File: src/rtl/awg_dma_ingest.sv
// awg_dma_ingest: packs DMA words into sample batches, routes each batch to its
// channel buffer/address, checks tlast framing and reports one status per transfer.
module awg_dma_ingest #(
    parameter int unsigned DEPTH        = 1024,
    parameter int unsigned CHANNELS     = 8,
    parameter int unsigned AXI_MM_WIDTH = 128,
    parameter int unsigned DATA_WIDTH   = 256,
    localparam int unsigned AW          = $clog2(DEPTH)
) (
    input  logic                       dma_clk,
    input  logic                       dma_reset_n,

    input  logic [AXI_MM_WIDTH-1:0]    dma_data_data,
    input  logic                       dma_data_valid,
    input  logic                       dma_data_last,
    output logic                       dma_data_ready,

    input  logic [AW*CHANNELS-1:0]     write_depth_data,
    input  logic                       write_depth_valid,
    output logic                       write_depth_ready,

    output logic [1:0]                 xfer_err_data,
    output logic                       xfer_err_valid,
    input  logic                       xfer_err_ready,

    output logic [CHANNELS-1:0]        buf_wr_en,
    output logic [AW-1:0]              buf_wr_addr,
    output logic [DATA_WIDTH-1:0]      buf_wr_data,
    output logic                       buf_done
);

    // DMA words per batch, and counter widths (kept >= 1 bit for degenerate sizes)
    localparam int unsigned R  = DATA_WIDTH / AXI_MM_WIDTH;
    localparam int unsigned SW = (R > 1) ? $clog2(R) : 1;
    localparam int unsigned CW = (CHANNELS > 1) ? $clog2(CHANNELS) : 1;

    // Transfer status codes
    localparam logic [1:0] CODE_OK      = 2'd0;
    localparam logic [1:0] CODE_NO_LAST = 2'd1;
    localparam logic [1:0] CODE_EARLY   = 2'd2;

    typedef enum logic [1:0] {
        ST_IDLE   = 2'd0,
        ST_RECV   = 2'd1,
        ST_REPORT = 2'd2
    } state_t;

    state_t                  state;
    logic [CW-1:0]           ch;
    logic [AW-1:0]           addr;
    logic [SW-1:0]           subword;
    logic [AW-1:0]           depth [CHANNELS];
    logic [DATA_WIDTH-1:0]   batch;

    logic                    word_hs_c;
    logic                    batch_end_c;
    logic                    chan_end_c;
    logic                    final_c;
    logic [DATA_WIDTH-1:0]   batch_c;

    // Decode the word presented this cycle: handshake, batch/channel/transfer boundaries
    always_comb begin
        word_hs_c   = dma_data_valid && dma_data_ready;
        batch_end_c = (subword == SW'(R - 1));
        chan_end_c  = (addr == depth[ch]);
        final_c     = batch_end_c && chan_end_c && (ch == CW'(CHANNELS - 1));
    end

    // Merge the incoming word into its batch slot; the first word of a batch lands in the LSBs
    always_comb begin
        batch_c = batch;
        for (int k = 0; k < int'(R); k++) begin
            if (subword == SW'(k)) begin
                batch_c[k*AXI_MM_WIDTH +: AXI_MM_WIDTH] = dma_data_data;
            end
        end
    end

    // Transfer FSM with registered handshakes, buffer write port and status
    always_ff @(posedge dma_clk or negedge dma_reset_n) begin
        if (!dma_reset_n) begin
            state             <= ST_IDLE;
            ch                <= '0;
            addr              <= '0;
            subword           <= '0;
            batch             <= '0;
            for (int c = 0; c < int'(CHANNELS); c++) begin
                depth[c] <= '0;
            end
            dma_data_ready    <= 1'b0;
            write_depth_ready <= 1'b1;
            xfer_err_data     <= CODE_OK;
            xfer_err_valid    <= 1'b0;
            buf_wr_en         <= '0;
            buf_wr_addr       <= '0;
            buf_wr_data       <= '0;
            buf_done          <= 1'b0;
        end else begin
            buf_wr_en <= '0;
            buf_done  <= 1'b0;

            case (state)
                ST_IDLE: begin
                    if (write_depth_valid && write_depth_ready) begin
                        for (int c = 0; c < int'(CHANNELS); c++) begin
                            depth[c] <= write_depth_data[c*AW +: AW];
                        end
                        ch                <= '0;
                        addr              <= '0;
                        subword           <= '0;
                        write_depth_ready <= 1'b0;
                        dma_data_ready    <= 1'b1;
                        state             <= ST_RECV;
                    end
                end

                ST_RECV: begin
                    if (word_hs_c) begin
                        batch <= batch_c;

                        // A completed batch is always written, even on an early tlast
                        if (batch_end_c) begin
                            buf_wr_en   <= CHANNELS'(1) << ch;
                            buf_wr_addr <= addr;
                            buf_wr_data <= batch_c;
                            subword     <= '0;
                            if (chan_end_c) begin
                                ch   <= ch + CW'(1);
                                addr <= '0;
                            end else begin
                                addr <= addr + AW'(1);
                            end
                        end else begin
                            subword <= subword + SW'(1);
                        end

                        // Either the planned final word or any tlast ends the transfer
                        if (final_c || dma_data_last) begin
                            dma_data_ready <= 1'b0;
                            xfer_err_valid <= 1'b1;
                            buf_done       <= final_c && dma_data_last;
                            state          <= ST_REPORT;
                            if (!final_c) begin
                                xfer_err_data <= CODE_EARLY;
                            end else if (dma_data_last) begin
                                xfer_err_data <= CODE_OK;
                            end else begin
                                xfer_err_data <= CODE_NO_LAST;
                            end
                        end
                    end
                end

                ST_REPORT: begin
                    if (xfer_err_ready) begin
                        xfer_err_valid    <= 1'b0;
                        write_depth_ready <= 1'b1;
                        state             <= ST_IDLE;
                    end
                end

                default: begin
                    dma_data_ready    <= 1'b0;
                    write_depth_ready <= 1'b1;
                    xfer_err_valid    <= 1'b0;
                    state             <= ST_IDLE;
                end
            endcase
        end
    end

endmodule
File: config.mk
export PLATFORM = sky130hd
export DESIGN_NAME = awg_dma_ingest
export DESIGN_NICKNAME = d
export VERILOG_FILES = /design/src/rtl/awg_dma_ingest.sv
export SDC_FILE = /design/constraint.sdc
export NUM_CORES = 1
export LEC_CHECK = 0
export ABC_CLOCK_PERIOD_IN_PS = 7100
export CORE_ASPECT_RATIO = 0.75
export CORE_MARGIN = 1
export CORE_UTILIZATION = 47
export DETAILED_ROUTE_END_ITERATION = 7
export GPL_TIMING_DRIVEN = 0
export PLACE_DENSITY = 0.83
export SLEW_MARGIN = 20
export SYNTH_ARGS = -nofsm -noshare
export SYNTH_HDL_FRONTEND = slang
export SYNTH_SLANG_ARGS = --single-unit
File: constraint.sdc
create_clock -name dma_clk -period 7.1 [get_ports dma_clk]
set_input_delay 1.42 -clock dma_clk [delete_from_list [all_inputs] [get_ports dma_clk]]
set_output_delay 1.42 -clock dma_clk [all_outputs]
set_load 0.01 [all_outputs]
==> impl_results.md <==
* Status: complete, no violations
* RD Place Congestion at 0.861
* Rows at 64
* Max-cap viol count at 0
* CTS buffer count at 49
* Async S/R FF share, synth at 100%
* Most Crowded Layer GR: met2
* Worst path required time at 7.58 ns
* Vias in the first global route at about 16,000
* Setup WS pre-CTS at 2.14 ns
* Final min period at 4.40 ns
* CP arrival at 4.88 ns
* Worst skew pair latency at 0.57 ns
* Initial antenna violation count at 5
* CP peak stage delay at 0.80 ns
* Clk buf depth at 3
* Max VDD drop at 0.000252 V
* EDFF count, synth at 0
* Crit. End Element: flop
* Adder-cell share of the synthesized area at 0.443%
* Final Hold Viols at 0
* Hold Buf Count CTS at 0
* Top post-synthesis cells by area: dfrtp_1 (64%), nand2_1 (15%), mux2_2 (12%)
* Placed Instances at 2,821
* Post-Route WL at roughly 60,000 µm
* Per-cell routed wire length at 20.5 µm
* Slowest CP cell: clkbuf_1
* Synthesized cell area at 0.0198 mm²
* I/O Buffers at about 490
* Vias at about 15,000
* Layout cells sized above 1 at 15.1%
* Cells after synthesis at 1,762
* Top-area cell type share of the netlist area at 63.7%
* Synth Area in Compound Gates at 1.37%
* Crit path cell chain: clkdlybuf4s50_1 > nand2_1 > nor3_1 > and2_1 > clkbuf_1 > clkbuf_1 > buf_2 > nand2_1 > nand2_1
* GR Layer Usage met2 at 45.5%
* Layout filler cell count at about 3,000
* Post-route setup slack at 2.70 ns
* Largest family of logic cells by synthesized area: simple AND/OR/NAND/NOR gates
* Avg Inst Size Synth at 11.2 µm²
* Synth Register Bits at 504
* Starting Density at 48.1%
* PwrDens at 434 mW/mm²
* Slew HR at 28.1%
* I/O Pins at ~490
* Vias per cell at 5.19
* LEAKAGE at 12.8 nW
* Die area at 0.0429 mm²
* Synth Area in XOR/XNOR at 0.443%
* Initial drt markers at around 900
* Synth area leader: dfrtp_1
* Worst setup SP type: input pin
* Clk slew on worst S/H paths at roughly 0.06 ns
* WP buf/inv at 4
* Cell mode on critical path: nand2_1
* Finished Layout Cells at around 2,900
* Hold WC Path Type: reg -> reg
* Flop2flop setup slack at about 3.4 ns
* First-pass detailed-route iteration total at 5
* Final Skew at 0.0275 ns
* Synth-to-Final Area Change at 37.2%
* Number of nets in the layout at 2,532
* Mux contribution to synthesized area at 14.8%
* Synth warnings at 0
* RSZ-0062 raised after global routing: no
* Max frequency at 0.227 GHz
* Crit path max fanout at 10
* Total grt overflow at 0
* Postcts setup bufs at 0
* Synthesized Nets at 1,983
* Sink Count at roughly 500
* Register area share after synthesis at between 60% and 70%
* Final period util at 62.0%
* CTS tree: yes
* Slew Viols, Final at 0
* # setup viols final at 0
* First-pass GRT wire length at just over 90,000 µm
* CTS H-tree lvls at 2
* Delay-heaviest family, CP: buffers and inverters
* Met3 usage at 6.71%
* Post-route DRC at 0
* Die X at approximately 240 µm
* Synth unique cells at 44
* Largest net degree at the start of global routing at 103
* Simple-gate share of the synthesized area at 16.7%
* CP Class: in -> reg
* Root Buffer: clkbuf_16
* Worst-Margin Slew at 1.08 ns
* HPWL Detailed at 43,700 µm
* Ys flop type: dfrtp_1
* Global-route usage over all layers at between 20% and 30%
* Post-route ant nets at 0
* Core Footprint at 0.0411 mm²
* Met1 Usage GRT at 35.3%
* Die Y at 180 µm
* Resized cells post-CTS at 0
-- cells in the mapped netlist, types with 2 or more instances --
master and instances:
nand2_1 810, dfrtp_1 503, mux2_2 208, clkbuf_1 48, buf_2 41, mux2i_1 23
mux4_2 16, nor2_1 13, and3_1 11, o21ai_0 10, xor2_1 9, a21oi_1 7
ha_1 7, inv_1 6, nand3_1 5, o2bb2ai_1 4, a22o_1 3, nand2b_1 3
nor3_1 3, o21ai_1 3, a31oi_1 2, buf_6 2, inv_2 2, nand4_2 2
or3_1 2
-- state kept, by name, indices dropped and copies added, names as in the netlist --
name,flops
batch,128
depth,80
dma_data_ready,1
buf_done,1
buf_wr_data,256
addr,10
buf_wr_en,8
xfer_err_valid,1
write_depth_ready,1
buf_wr_addr,10
state,2
batch_end_c,1
xfer_err_data,2
ch,3
-- where the power goes --
| part | internal (W) | leakage, nW | switching (W) |
|---|---|---|---|
| logic | 0.00231 | 5.78 | 0.00195 |
| registers | 0.00419 | 6.26 | 0.000741 |
| clock network | 0.00147 | 0.766 | 0.00110 |
| total | 0.00796 | 12.8 | 0.00379 |
-- logic make-up (layout without fill, tap and decap cells) --
logic type | count (synthesis) | after routing
xor+xnor | 10 | 10
compound gates | 38 | 38
mux | 247 | 247
simple gates | 854 | 854
buf+inv | 102 | 686
fa+ha+maj | 7 | 7
flops | 504 | 504
other cells | 0 | 4
-- final timing paths --
check,start,endpoint,cells after the start
hold reg to reg,batch[71],buf_wr_data[71],2
setup reg to reg,state[0],buf_wr_data[47],9
min in group asynchronous,dma_reset_n,batch[12],1
hold / removal,batch[71],buf_wr_data[71],2
max in group asynchronous,dma_reset_n,buf_wr_data[196],4
setup / recovery,dma_data_valid,buf_wr_data[47],9
-- worst min-delay path, delay by kind of cell, from the launching register on --
family | cells | cell delay (ns)
flops | 1 | 0.34
simple gates | 2 | 0.10
-- cells in the final DEF (no fill, tap or decap), types with 2 or more instances in the layout --
master,count
nand2_1,810
dfrtp_1,503
clkdlybuf4s50_1,492
mux2_2,208
clkbuf_1,64
clkbuf_16,49
buf_2,41
mux2i_1,23
mux4_2,16
nor2_1,13
clkbuf_8,12
and3_1,11
o21ai_0,10
xor2_1,9
a21oi_1,7
ha_1,7
inv_1,6
nand3_1,5
buf_16,5
diode_2,4
o2bb2ai_1,4
clkinv_2,4
nor3_1,3
a22o_1,3
o21ai_1,3
nand2b_1,3
a31oi_1,2
or3_1,2
inv_2,2
buf_6,2
nand4_2,2
inv_6,2
bufinv_16,2
-- final cells by class --
| type | instances | area (µm²) | area share, % |
|---|---|---|---|
| diodes | 4 | 10.0 | 0.0369 |
| plain buffers | 93 | 419 | 1.55 |
| clock buffers | 77 | 1450 | 5.36 |
| clock inverters | 9 | 106 | 0.392 |
| inverters | 9 | 33.8 | 0.125 |
| multi-input cells | 1156 | 6690 | 24.7 |
| flip-flops and latches | 504 | 12600 | 46.5 |
| well taps | 561 | 702 | 2.59 |
| repair buffers | 498 | 5080 | 18.7 |
-- stage by stage --
stage	hold WS, ns	util, %	TNS [ns]	power (W)	cell area (µm²)
floorplan	0.435	-	0	0.00684	19800
global placement	0.441	61.8	-8386.44	0.00898	25400
detailed placement	0.446	62.1	0	0.00920	25500
CTS	0.460	65.9	0	0.0118	27100
global route	0.484	66.0	0	0.0124	27100
finish	0.460	66.0	0	0.0117	27100
-- routing by layer --
layer	routed length, µm	part of all wire, %
met3	4560	7.6
met2	28300	47
met4	3050	5.1
met1	23700	40
met5	0	0
Note: power is estimated with default switching activity, not from simulation.
